## src/rtl/rep3_chip_tx.sv

```systemverilog
// Repetition-code chip transmitter: serialises a DATA_W-bit word LSB first,
// each bit sent as REP identical chips of CHIP_DIV clocks, then idles GAP cycles.
module rep3_chip_tx #(
  parameter int DATA_W   = 8,
  parameter int REP      = 3,
  parameter int CHIP_DIV = 1,
  parameter int GAP      = 1
) (
  input  logic              clk,
  input  logic              rst_n,
  input  logic              in_valid,
  input  logic [DATA_W-1:0] in_data,
  output logic              in_ready,
  output logic              tx_bit,
  output logic              tx_valid,
  output logic              tx_sof,
  output logic              tx_eof
);
  localparam int BW = (DATA_W   > 1) ? $clog2(DATA_W)   : 1;
  localparam int CW = (REP      > 1) ? $clog2(REP)      : 1;
  localparam int DW = (CHIP_DIV > 1) ? $clog2(CHIP_DIV) : 1;
  localparam int GW = (GAP      > 1) ? $clog2(GAP)      : 1;

  localparam logic [BW-1:0] BIT_LAST  = BW'(DATA_W - 1);
  localparam logic [CW-1:0] CHIP_LAST = CW'(REP - 1);
  localparam logic [DW-1:0] DIV_LAST  = DW'(CHIP_DIV - 1);
  localparam logic [GW-1:0] GAP_LAST  = GW'((GAP > 0) ? GAP - 1 : 0);
  localparam bit            ONE_CYC   = (DATA_W * REP * CHIP_DIV == 1);

  typedef enum logic [1:0] {S_IDLE, S_SEND, S_GAP} state_t;

  typedef struct packed {
    logic rdy;
    logic chip;
    logic vld;
    logic sof;
    logic eof;
  } out_t;

  state_t            state_q, state_d;
  logic [DATA_W-1:0] sh_q, sh_d;
  logic [BW-1:0]     bit_q, bit_d;
  logic [CW-1:0]     chip_q, chip_d;
  logic [DW-1:0]     div_q, div_d;
  logic [GW-1:0]     gap_q, gap_d;
  out_t              o_q, o_d;
  logic              last;

  assign last = (div_q == DIV_LAST) && (chip_q == CHIP_LAST) && (bit_q == BIT_LAST);

  always_comb begin
    state_d = state_q;
    sh_d    = sh_q;
    bit_d   = bit_q;
    chip_d  = chip_q;
    div_d   = div_q;
    gap_d   = gap_q;
    o_d     = '0;
    case (state_q)
      S_IDLE: begin
        o_d.rdy = 1'b1;
        // Acceptance keys off the registered ready so the first post-reset cycle is ignored.
        if (o_q.rdy && in_valid) begin
          state_d  = S_SEND;
          sh_d     = in_data;
          bit_d    = '0;
          chip_d   = '0;
          div_d    = '0;
          o_d.rdy  = 1'b0;
          o_d.vld  = 1'b1;
          o_d.sof  = 1'b1;
          o_d.eof  = ONE_CYC;
          o_d.chip = in_data[0];
        end
      end
      S_SEND: begin
        if (last) begin
          sh_d   = '0;
          bit_d  = '0;
          chip_d = '0;
          div_d  = '0;
          if (GAP > 0) begin
            state_d = S_GAP;
          end else begin
            state_d = S_IDLE;
            o_d.rdy = 1'b1;
          end
        end else begin
          o_d.vld  = 1'b1;
          o_d.chip = o_q.chip;
          if (div_q == DIV_LAST) begin
            div_d = '0;
            if (chip_q == CHIP_LAST) begin
              chip_d   = '0;
              bit_d    = bit_q + 1'b1;
              sh_d     = sh_q >> 1;
              o_d.chip = sh_d[0];
            end else begin
              chip_d = chip_q + 1'b1;
            end
          end else begin
            div_d = div_q + 1'b1;
          end
          // Flag the final cycle one edge ahead so tx_eof stays registered.
          o_d.eof = (div_d == DIV_LAST) && (chip_d == CHIP_LAST) && (bit_d == BIT_LAST);
        end
      end
      S_GAP: begin
        if (gap_q == GAP_LAST) begin
          gap_d   = '0;
          state_d = S_IDLE;
          o_d.rdy = 1'b1;
        end else begin
          gap_d = gap_q + 1'b1;
        end
      end
      default: state_d = S_IDLE;
    endcase
  end

  always_ff @(posedge clk or negedge rst_n) begin
    if (!rst_n) begin
      state_q <= S_IDLE;
      sh_q    <= '0;
      bit_q   <= '0;
      chip_q  <= '0;
      div_q   <= '0;
      gap_q   <= '0;
      o_q     <= '0;
    end else begin
      state_q <= state_d;
      sh_q    <= sh_d;
      bit_q   <= bit_d;
      chip_q  <= chip_d;
      div_q   <= div_d;
      gap_q   <= gap_d;
      o_q     <= o_d;
    end
  end

  assign in_ready = o_q.rdy;
  assign tx_bit   = o_q.chip;
  assign tx_valid = o_q.vld;
  assign tx_sof   = o_q.sof;
  assign tx_eof   = o_q.eof;
endmodule

```

## config.mk

```make
export PLATFORM = sky130hd
export DESIGN_NAME = rep3_chip_tx
export DESIGN_NICKNAME = d
export VERILOG_FILES = /design/src/rtl/rep3_chip_tx.sv
export SDC_FILE = /design/constraint.sdc
export NUM_CORES = 1
export LEC_CHECK = 0
export ABC_AREA = 1
export CORE_MARGIN = 2
export CORE_UTILIZATION = 50
export DETAILED_ROUTE_END_ITERATION = 12
export PLACE_DENSITY = 0.88
export SLEW_MARGIN = 25
export SYNTH_ARGS = -nofsm -noshare
export SYNTH_HDL_FRONTEND = slang
export SYNTH_SLANG_ARGS = --single-unit
```

## constraint.sdc

```tcl
create_clock -name clk -period 1.55 [get_ports clk]
set_clock_uncertainty 0.1 [all_clocks]
set_input_delay 0.3875 -clock clk [delete_from_list [all_inputs] [get_ports clk]]
set_output_delay 0.3875 -clock clk [all_outputs]
set_load 0.005 [all_outputs]
```

==> run summary, run 1 <==
Critical path data arrival time: 1.60 ns. The tools report the leakage power summed over all cells as 0.649 nW. The combined global-route utilization of all metal layers was 0.197. The type of the worst setup path is flop to flop. Share of power burned in combinational logic: 0.450. The tools report the met3 capacity usage during global routing as 0.0269. Measured along the y axis, the die boundary spans 47.1 um. STA classifies the critical path endpoint as a flop. Count of pins over their slew limit: 0. The sum of net half-perimeters after detailed placement is 1420 um.

The detail-routed via count per cell is 4.95. The run gives 0.334 as the met2 usage in global routing. The top cell type's share of synthesized area is 0.512, and the clock-pin transition on the worst setup and hold timing paths is 0.10 ns. The tools report the proportion of power drawn by the clock network as 0.129. The switching share of power is 0.407, and the number of buffers inserted during clock tree synthesis is 3. The number of diodes added for antenna fixing came out at 0. The total overflow left after global routing is 0.

Dividing the detail-routed wire length by the instance count gives 11.2 um. At the worst endpoint, the required time is 1.68 ns. From synthesis to final layout, the design area changed by 25.7%.

The multiplexer fraction of the synthesized cell area works out to 0. The share of the clock period used by the worst path was 0.946. Setup repair after global routing left no endpoint under its margin. The final number of hold-violating endpoints is 0. For the slack of the worst reg-to-reg path, the log shows 0.08 ns. The routed layout has 816 vias. After synthesis, the largest family of logic cells by area is simple AND/OR/NAND/NOR gates. The power after layout is 1.86 mW, and the sequential power share is 0.421.

The largest driver fanout on the critical path works out to 9. The number of design-rule violations left by the first detailed-router iteration is 20, and the number of synthesized flops with an enable pin is 0. Synthesis handed over a netlist of 117 instances. The compound-cell area share of the yosys netlist was 0.0256. The longest clock path from root to sink contains 2 buffers.

The first-pass GRT wire length came out at 3090 um. The most used flip-flop cell after synthesis is sky130_fd_sc_hd__dfrtp_1. The worst setup path is launched from a flop. For this design the top-level I/O count stands at 16. The fraction of layout instances using a drive strength above 1 was 0.171. Fraction of synthesized cell area in xor and xnor cells: 0. The busiest layer in global routing was met2.

After detailed routing, the number of remaining DRC violations is 0. The number of H-tree levels was 1; the number of nets in the synthesized netlist was 130. The final layout contains routed wiring with a total length of 1840 um. The number of buffers inserted by port buffering is 15. The tool flagged a number of max-cap violations equal to 0. The initial cell density of the core was 0.532. The die is 47.1 um wide.

The count of TritonRoute iterations in the first routing pass was 4. A synthesized cell averages 7.93 sq um. The share of synthesized registers carrying an async set or reset was 1.00; the via count of the first global-routing pass was 757. The synthesized design spends more area on one cell type than any other, namely sky130_fd_sc_hd__dfrtp_1.

The tightest slew margin relative to the limit came out at 0.828. In the post-synthesis netlist, the cell with the most instances is sky130_fd_sc_hd__nand2_1. The analysis attributes to net switching a power of 0.754 mW. Routability congestion estimate from global placement: 0.787. The fraction of met1 tracks used by global routing is 0.251. The run finished with clean final reports. The tools report the total core area as 1750 sq um. Setup violations remaining at the end of the flow were counted as 0. In this run the power density over the cells is 1590 nW/um^2. For the finished layout, the period the worst path requires is 1.47 ns. After synthesis the netlist holds a flip-flop and latch count of 19.

For the number of sinks driven by the clock tree, the log shows 19. TritonCTS built the clock tree. For the pin with the worst max-slew slack, the measured transition is 0.258 ns. Layout net count: 154. The tools report the total non-filler cell area in the finished layout as 1170 sq um. The post-synthesis share of cell area spent on full adders, half adders and majority gates is 0.0270. For the achievable frequency, the log shows 0.682 GHz. VDD sags by at most 1.19 mV. The die area was 2220 sq um. The number of antenna violations at the first check in global routing is 0.

The simple-gate area share of the yosys netlist is 0.383. The number of rows in the core area came out at 15. Entering global routing, the biggest net connects 20 pins. The worst-skew pair later-pin latency came out at 0.29 ns. The tree is rooted in a sky130_fd_sc_hd__clkbuf_4.

For the count of synthesis-stage warnings from yosys, the log shows 0. The worst hold-check path type was input pin to async pin. The run gives 1.10 mW as the total internal power. The synthesized netlist occupies a cell area of 928 sq um.

The commonest cells after synthesis are sky130_fd_sc_hd__nand2_1, sky130_fd_sc_hd__dfrtp_1, sky130_fd_sc_hd__nand3_1. The number of hold buffers added after CTS was 0; the number of library cell types mapped by synthesis was 17. In this run the remaining antenna-violating nets after routing total 0. Sorting the synthesized cells by area gives the leading types as sky130_fd_sc_hd__dfrtp_1, sky130_fd_sc_hd__nand2_1, sky130_fd_sc_hd__nand3_1, sky130_fd_sc_hd__ha_1, sky130_fd_sc_hd__nand2_2.

The logs give 1120 sq um for the total placed instance area and 0.512 for the part of the Yosys area used for sequential elements.
-- repair_timing --
action	in CTS	in global routing
endpoints found under the setup margin	5	7
buffers inserted	2	0
gates resized for setup	5	1
hold endpoints to repair	0	0
-- critical path, cell delays in order, from the launching register on --
cell and delay, ns:
sky130_fd_sc_hd__dfrtp_1 0.43, sky130_fd_sc_hd__ha_1 0.22, sky130_fd_sc_hd__ha_1 0.22, sky130_fd_sc_hd__nand3_4 0.14, sky130_fd_sc_hd__nand2_2 0.11, sky130_fd_sc_hd__inv_2 0.07
sky130_fd_sc_hd__nand2_1 0.05, sky130_fd_sc_hd__nand2_1 0.06
-- cell families (layout without fill, tap and decap cells) --
group                      count (synthesis)  in the layout
and+or+nand+nor                           81             81
DFF                                       19             19
buffers and inverters                     11             34
AOI/OAI and AO/OA                          4              4
adders and majority gates                  2              2
-- state kept, by name, summed over array words and instances (netlist names) --
signal    cells
chip_q        2
tx_bit        1
tx_valid      1
tx_sof        1
bit_q         3
in_ready      1
sh_q          7
tx_eof        1
state_q       2
-- power by group through the flow --
stage | Sequential [mW] | Combinational (mW) | Clock, mW
floorplan | 0.765 | 0.580 | 0
global placement | 0.781 | 0.780 | 0
detailed placement | 0.791 | 0.818 | 0
CTS | 0.775 | 0.835 | 0.252
global route | 0.799 | 0.957 | 0.274
finish | 0.780 | 0.835 | 0.240
-- cells in the final DEF, fill, tap and decap left out --
cell	netlist	layout
sky130_fd_sc_hd__a21oi_1	1	1
sky130_fd_sc_hd__buf_4	2	6
sky130_fd_sc_hd__clkbuf_1	0	1
sky130_fd_sc_hd__clkbuf_4	0	3
sky130_fd_sc_hd__clkdlybuf4s50_1	0	10
sky130_fd_sc_hd__dfrtp_1	19	19
sky130_fd_sc_hd__dlygate4sd2_1	0	5
sky130_fd_sc_hd__ha_1	2	2
sky130_fd_sc_hd__inv_1	3	3
sky130_fd_sc_hd__inv_2	6	6
sky130_fd_sc_hd__nand2_1	56	56
sky130_fd_sc_hd__nand2_2	4	4
sky130_fd_sc_hd__nand2_4	1	1
sky130_fd_sc_hd__nand3_1	13	13
sky130_fd_sc_hd__nand3_4	0	1
sky130_fd_sc_hd__nor2_1	3	3
sky130_fd_sc_hd__nor2_2	2	2
sky130_fd_sc_hd__nor3_2	1	1
sky130_fd_sc_hd__o21ai_0	1	1
sky130_fd_sc_hd__o21bai_1	1	1
sky130_fd_sc_hd__o22ai_1	1	1
-- area by class of cell --
class                      instances  area, sq um
clock buffer                       4         26.3
fill                             152          578
inverter                           9         33.8
multi-input combinational         87          412
sequential                        19          475
tap                               25         31.3
timing repair buffer              21          189
-- metrics by stage --
| step | setup slack, ns | hold slack [ns] | cells | TNS, ns | utilization |
|---|---|---|---|---|---|
| floorplan | 0.267 | -0.00809 | 117 | 0 | - |
| finish | 0.0838 | 0.325 | 165 | 0 | 0.669 |
| detailed placement | -0.0496 | 0.369 | 159 | -0.240 | 0.644 |
| global placement | -0.00555 | 0.365 | 159 | -0.00771 | 0.644 |
| global route | 0.00907 | 0.337 | 165 | 0 | 0.669 |
| CTS | 0.0455 | 0.329 | 165 | 0 | 0.665 |
-- final timing paths --
| check | from | to | cells after the start |
|---|---|---|---|
| worst max-delay path | bit_q[0] | bit_q[1] | 7 |
| worst min-delay path | rst_n | chip_q[0] | 2 |
| worst max register to register | bit_q[0] | bit_q[1] | 7 |
| worst min register to register | sh_q[7] | sh_q[7] | 2 |
| max in group asynchronous | rst_n | bit_q[0] | 2 |
| min in group clk | sh_q[7] | sh_q[7] | 2 |
-- per-layer routing --
metal / wire [um] / vias to the layer above
met5: 0 / -
met4: 44 / 0
met3: 74 / 6
li1: - / 415
met1: 847 / 371
met2: 877 / 24
Note: power is estimated with default switching activity, not from simulation.
==> run 2: changes to the inputs <==
Settings changed: GPL_TIMING_DRIVEN set to 0.
==> run summary, run 2 (same netlist as run 1, synthesis figures left out) <==
The required time reported for the critical path endpoint was 1.06 ns (-0.62 ns); the number of sinks driven by the clock tree was 19 (unchanged). The number of flip-flops under the largest register name is 7 (unchanged), and the measured slew at the worst slew-check pin is 0.834 ns (+0.576 ns). The number of hold buffers added after CTS was 0 (unchanged); the final period demand of the worst path was 1.45 ns (-0.0183 ns). The startpoint of the worst register-to-register path was bit_q[0]. The height of the die works out to 47.1 um (unchanged). The clock-pin transition on the worst setup and hold timing paths came out at 0.11 ns (about the same).

Total I/O pin count: 16 (unchanged). Power after layout: 1.84 mW (-0.85%). The run gives 6 (+2) as the count of TritonRoute iterations in the first routing pass.

TritonCTS built the clock tree. The family with the most delay on the worst path is flip-flops. The delay contributed by the slowest stage of the critical path was 0.40 ns (-0.03 ns); the via count was 810 (-0.74%). The tools report the critical path data arrival time as 0.96 ns (-0.64 ns). Pre-CTS setup slack: -0.0959 ns (-0.0464 ns).

The number of placed cells counting well taps is 157 (-1.3%). First-pass GRT wire length: 2980 um (-3.6%). The worst hold-check path type is flop to flop.

Count of buffering cells on the critical path with inverters included: 1 (unchanged). The width of the chip came out at 47.1 um (unchanged). The post-detailed-routing wire length is 1800 um (-2.6%). Worst hold slack: 0.382 ns (+0.0575 ns).

The run gives 0 (unchanged) as the number of antenna violations at the first check in global routing. The number of diodes added for antenna fixing came out at 0 (unchanged). The setup TNS after final layout was 0 ns (unchanged). The tools report the final number of hold-violating endpoints as 0 (unchanged). The area growth from synthesis to layout is 24.3%. The tree is rooted in a sky130_fd_sc_hd__clkbuf_4. The tools report the achievable frequency as 0.691 GHz (+1.3%).

Largest buffer count on any clock path: 2 (unchanged). STA classifies the critical path endpoint as an output pin. The logs give 0 (unchanged) for the count of nets left with antenna violations after detail routing and 163 (-1.2%) for the post-layout instance count excluding filler cells. The share of the clock period used by the worst path was 0.934 (-0.0118); the initial cell density of the core was 0.532 (unchanged). The critical path starts at in_ready.

The run gives 15 (unchanged) as the number of rows in the core area. The count of pins over their slew limit was 0 (unchanged); the largest driver fanout on the critical path was 2 (-7). Worst-path cell with the longest stage delay: sky130_fd_sc_hd__dfrtp_1.

The largest registers in the layout are sh_q (7), bit_q (3). Overall overflow remaining after global route: 0 (unchanged). The die area is 2220 sq um (unchanged), and the routed wire length per instance is 11.0 um (-1.4%). Traced cell by cell, the critical path runs through dlygate4sd2_1. The fraction of layout instances using a drive strength above 1 is 0.167 (-0.00476).

The leakage power summed over all cells is 0.643 nW (-0.99%). The total core area was 1750 sq um (unchanged); the worst-skew pair later-pin latency was 0.30 ns (about the same). The register with the highest flop count is sh_q. The logs give 1 (unchanged) for the number of H-tree levels and 0 (unchanged) for the max capacitance violation total. For the layout net count, the log shows 152 (-1.3%). The worst hold path begins at sh_q[7]. The total internal power is 1.08 mW (-1.6%). The logs give 0.135 (+0.006) for the proportion of power drawn by the clock network and 0 (unchanged) for the DRC violations left.

The switching power total is 0.756 mW (+0.25%), and the switching share of power is 0.411 (+0.00449). The total non-filler cell area in the finished layout is 1150 sq um (-1.2%). The final standard cell utilization of the core is 0.661 (-0.00789), and the routability congestion estimate from global placement is 0.742 (-5.8%).

The tools report the sort of element at the start of the critical path as a flop. The logs give 1.01 mV (-16%) for the maximum resistive drop on vdd and 0.442 (-0.386) for the tightest slew margin relative to the limit. The tools report the share of power burned in combinational logic as 0.442 (-0.008).

The ratio of total power to cell area works out to 1590 nW/um^2 (+0.34%). The number of buffers inserted during clock tree synthesis was 3 (unchanged). The critical path is of the flop to output pin type.

Setup repair after global routing left no endpoint under its margin. The tools report the total placed instance area as 1110 sq um (-1.3%). Most common cell after layout, fill and taps aside: sky130_fd_sc_hd__nand2_1. The number of buffers inserted by port buffering was 15 (unchanged); the sequential power share was 0.423 (+0.002). The run finished with clean final reports. The run gives 724 (-4.4%) as the via count of the first global-routing pass. The run gives 9 (-55%) as the number of design-rule violations left by the first detailed-router iteration. The detail-routed via count per cell was 4.97 (+0.48%). Number of filler cells placed in the layout: 162 (+6.6%). The tools report the combined global-route utilization of all metal layers as 0.193 (-0.00337). The run gives 0.102 ns (+0.0183 ns) as the post-route worst setup slack.

For the number of setup violations in the final report, the log shows 0 (unchanged). The sum of net half-perimeters after detailed placement is 1290 um (-9.6%). Leaving out fill and tap cells, the most frequent cells in the layout are sky130_fd_sc_hd__nand2_1, sky130_fd_sc_hd__dfrtp_1, sky130_fd_sc_hd__nand3_1.

The run gives 20 (unchanged) as the maximum number of pins on one net before global-route repair.
run 2: final cells by class:
type                    count  area, sq um  area share
plain buffers               2         15.0      0.0130
clock buffers               3         22.5      0.0195
clock inverters             1         5.00     0.00434
inverters                   9         33.8      0.0293
multi-input cells          87          412       0.357
flip-flops and latches     19          475       0.412
well taps                  25         31.3      0.0271
repair buffers             17          159       0.138
run 2: power groups by stage:
stage | Combinational (mW) | Sequential (mW) | Clock, mW
finish | 0.812 | 0.778 | 0.249
detailed placement | 0.791 | 0.787 | 0
CTS | 0.809 | 0.771 | 0.257
floorplan | 0.580 | 0.765 | 0
global route | 0.922 | 0.799 | 0.270
global placement | 0.763 | 0.777 | 0
run 2: routing by layer:
layer | wire length (um) | up-vias | GRT usage | part of all wire
li1 | - | 407 | - | -
met1 | 849 | 380 | 0.260 | 0.47
met2 | 878 | 17 | 0.307 | 0.49
met3 | 41 | 6 | 0.0231 | 0.023
met4 | 27 | 0 | 0.100 | 0.015
met5 | 0 | - | 0 | 0
run 2: worst paths after layout:
path / end / slack, ns / cells after the start
max in group asynchronous: sh_q[2] / 0.37 / 1
worst max register to register: tx_bit / 0.13 / 7
worst max-delay path: in_ready / 0.10 / 1
min in group asynchronous: chip_q[0] / 0.45 / 1
worst min register to register: sh_q[7] / 0.38 / 2
worst min-delay path: sh_q[7] / 0.38 / 2
run 2: repair_timing:
item	in CTS	in global routing
buffers inserted	2	0
cloned	0	0
pin swaps	0	0
resized for setup	5	1
setup endpoints to repair	5	7
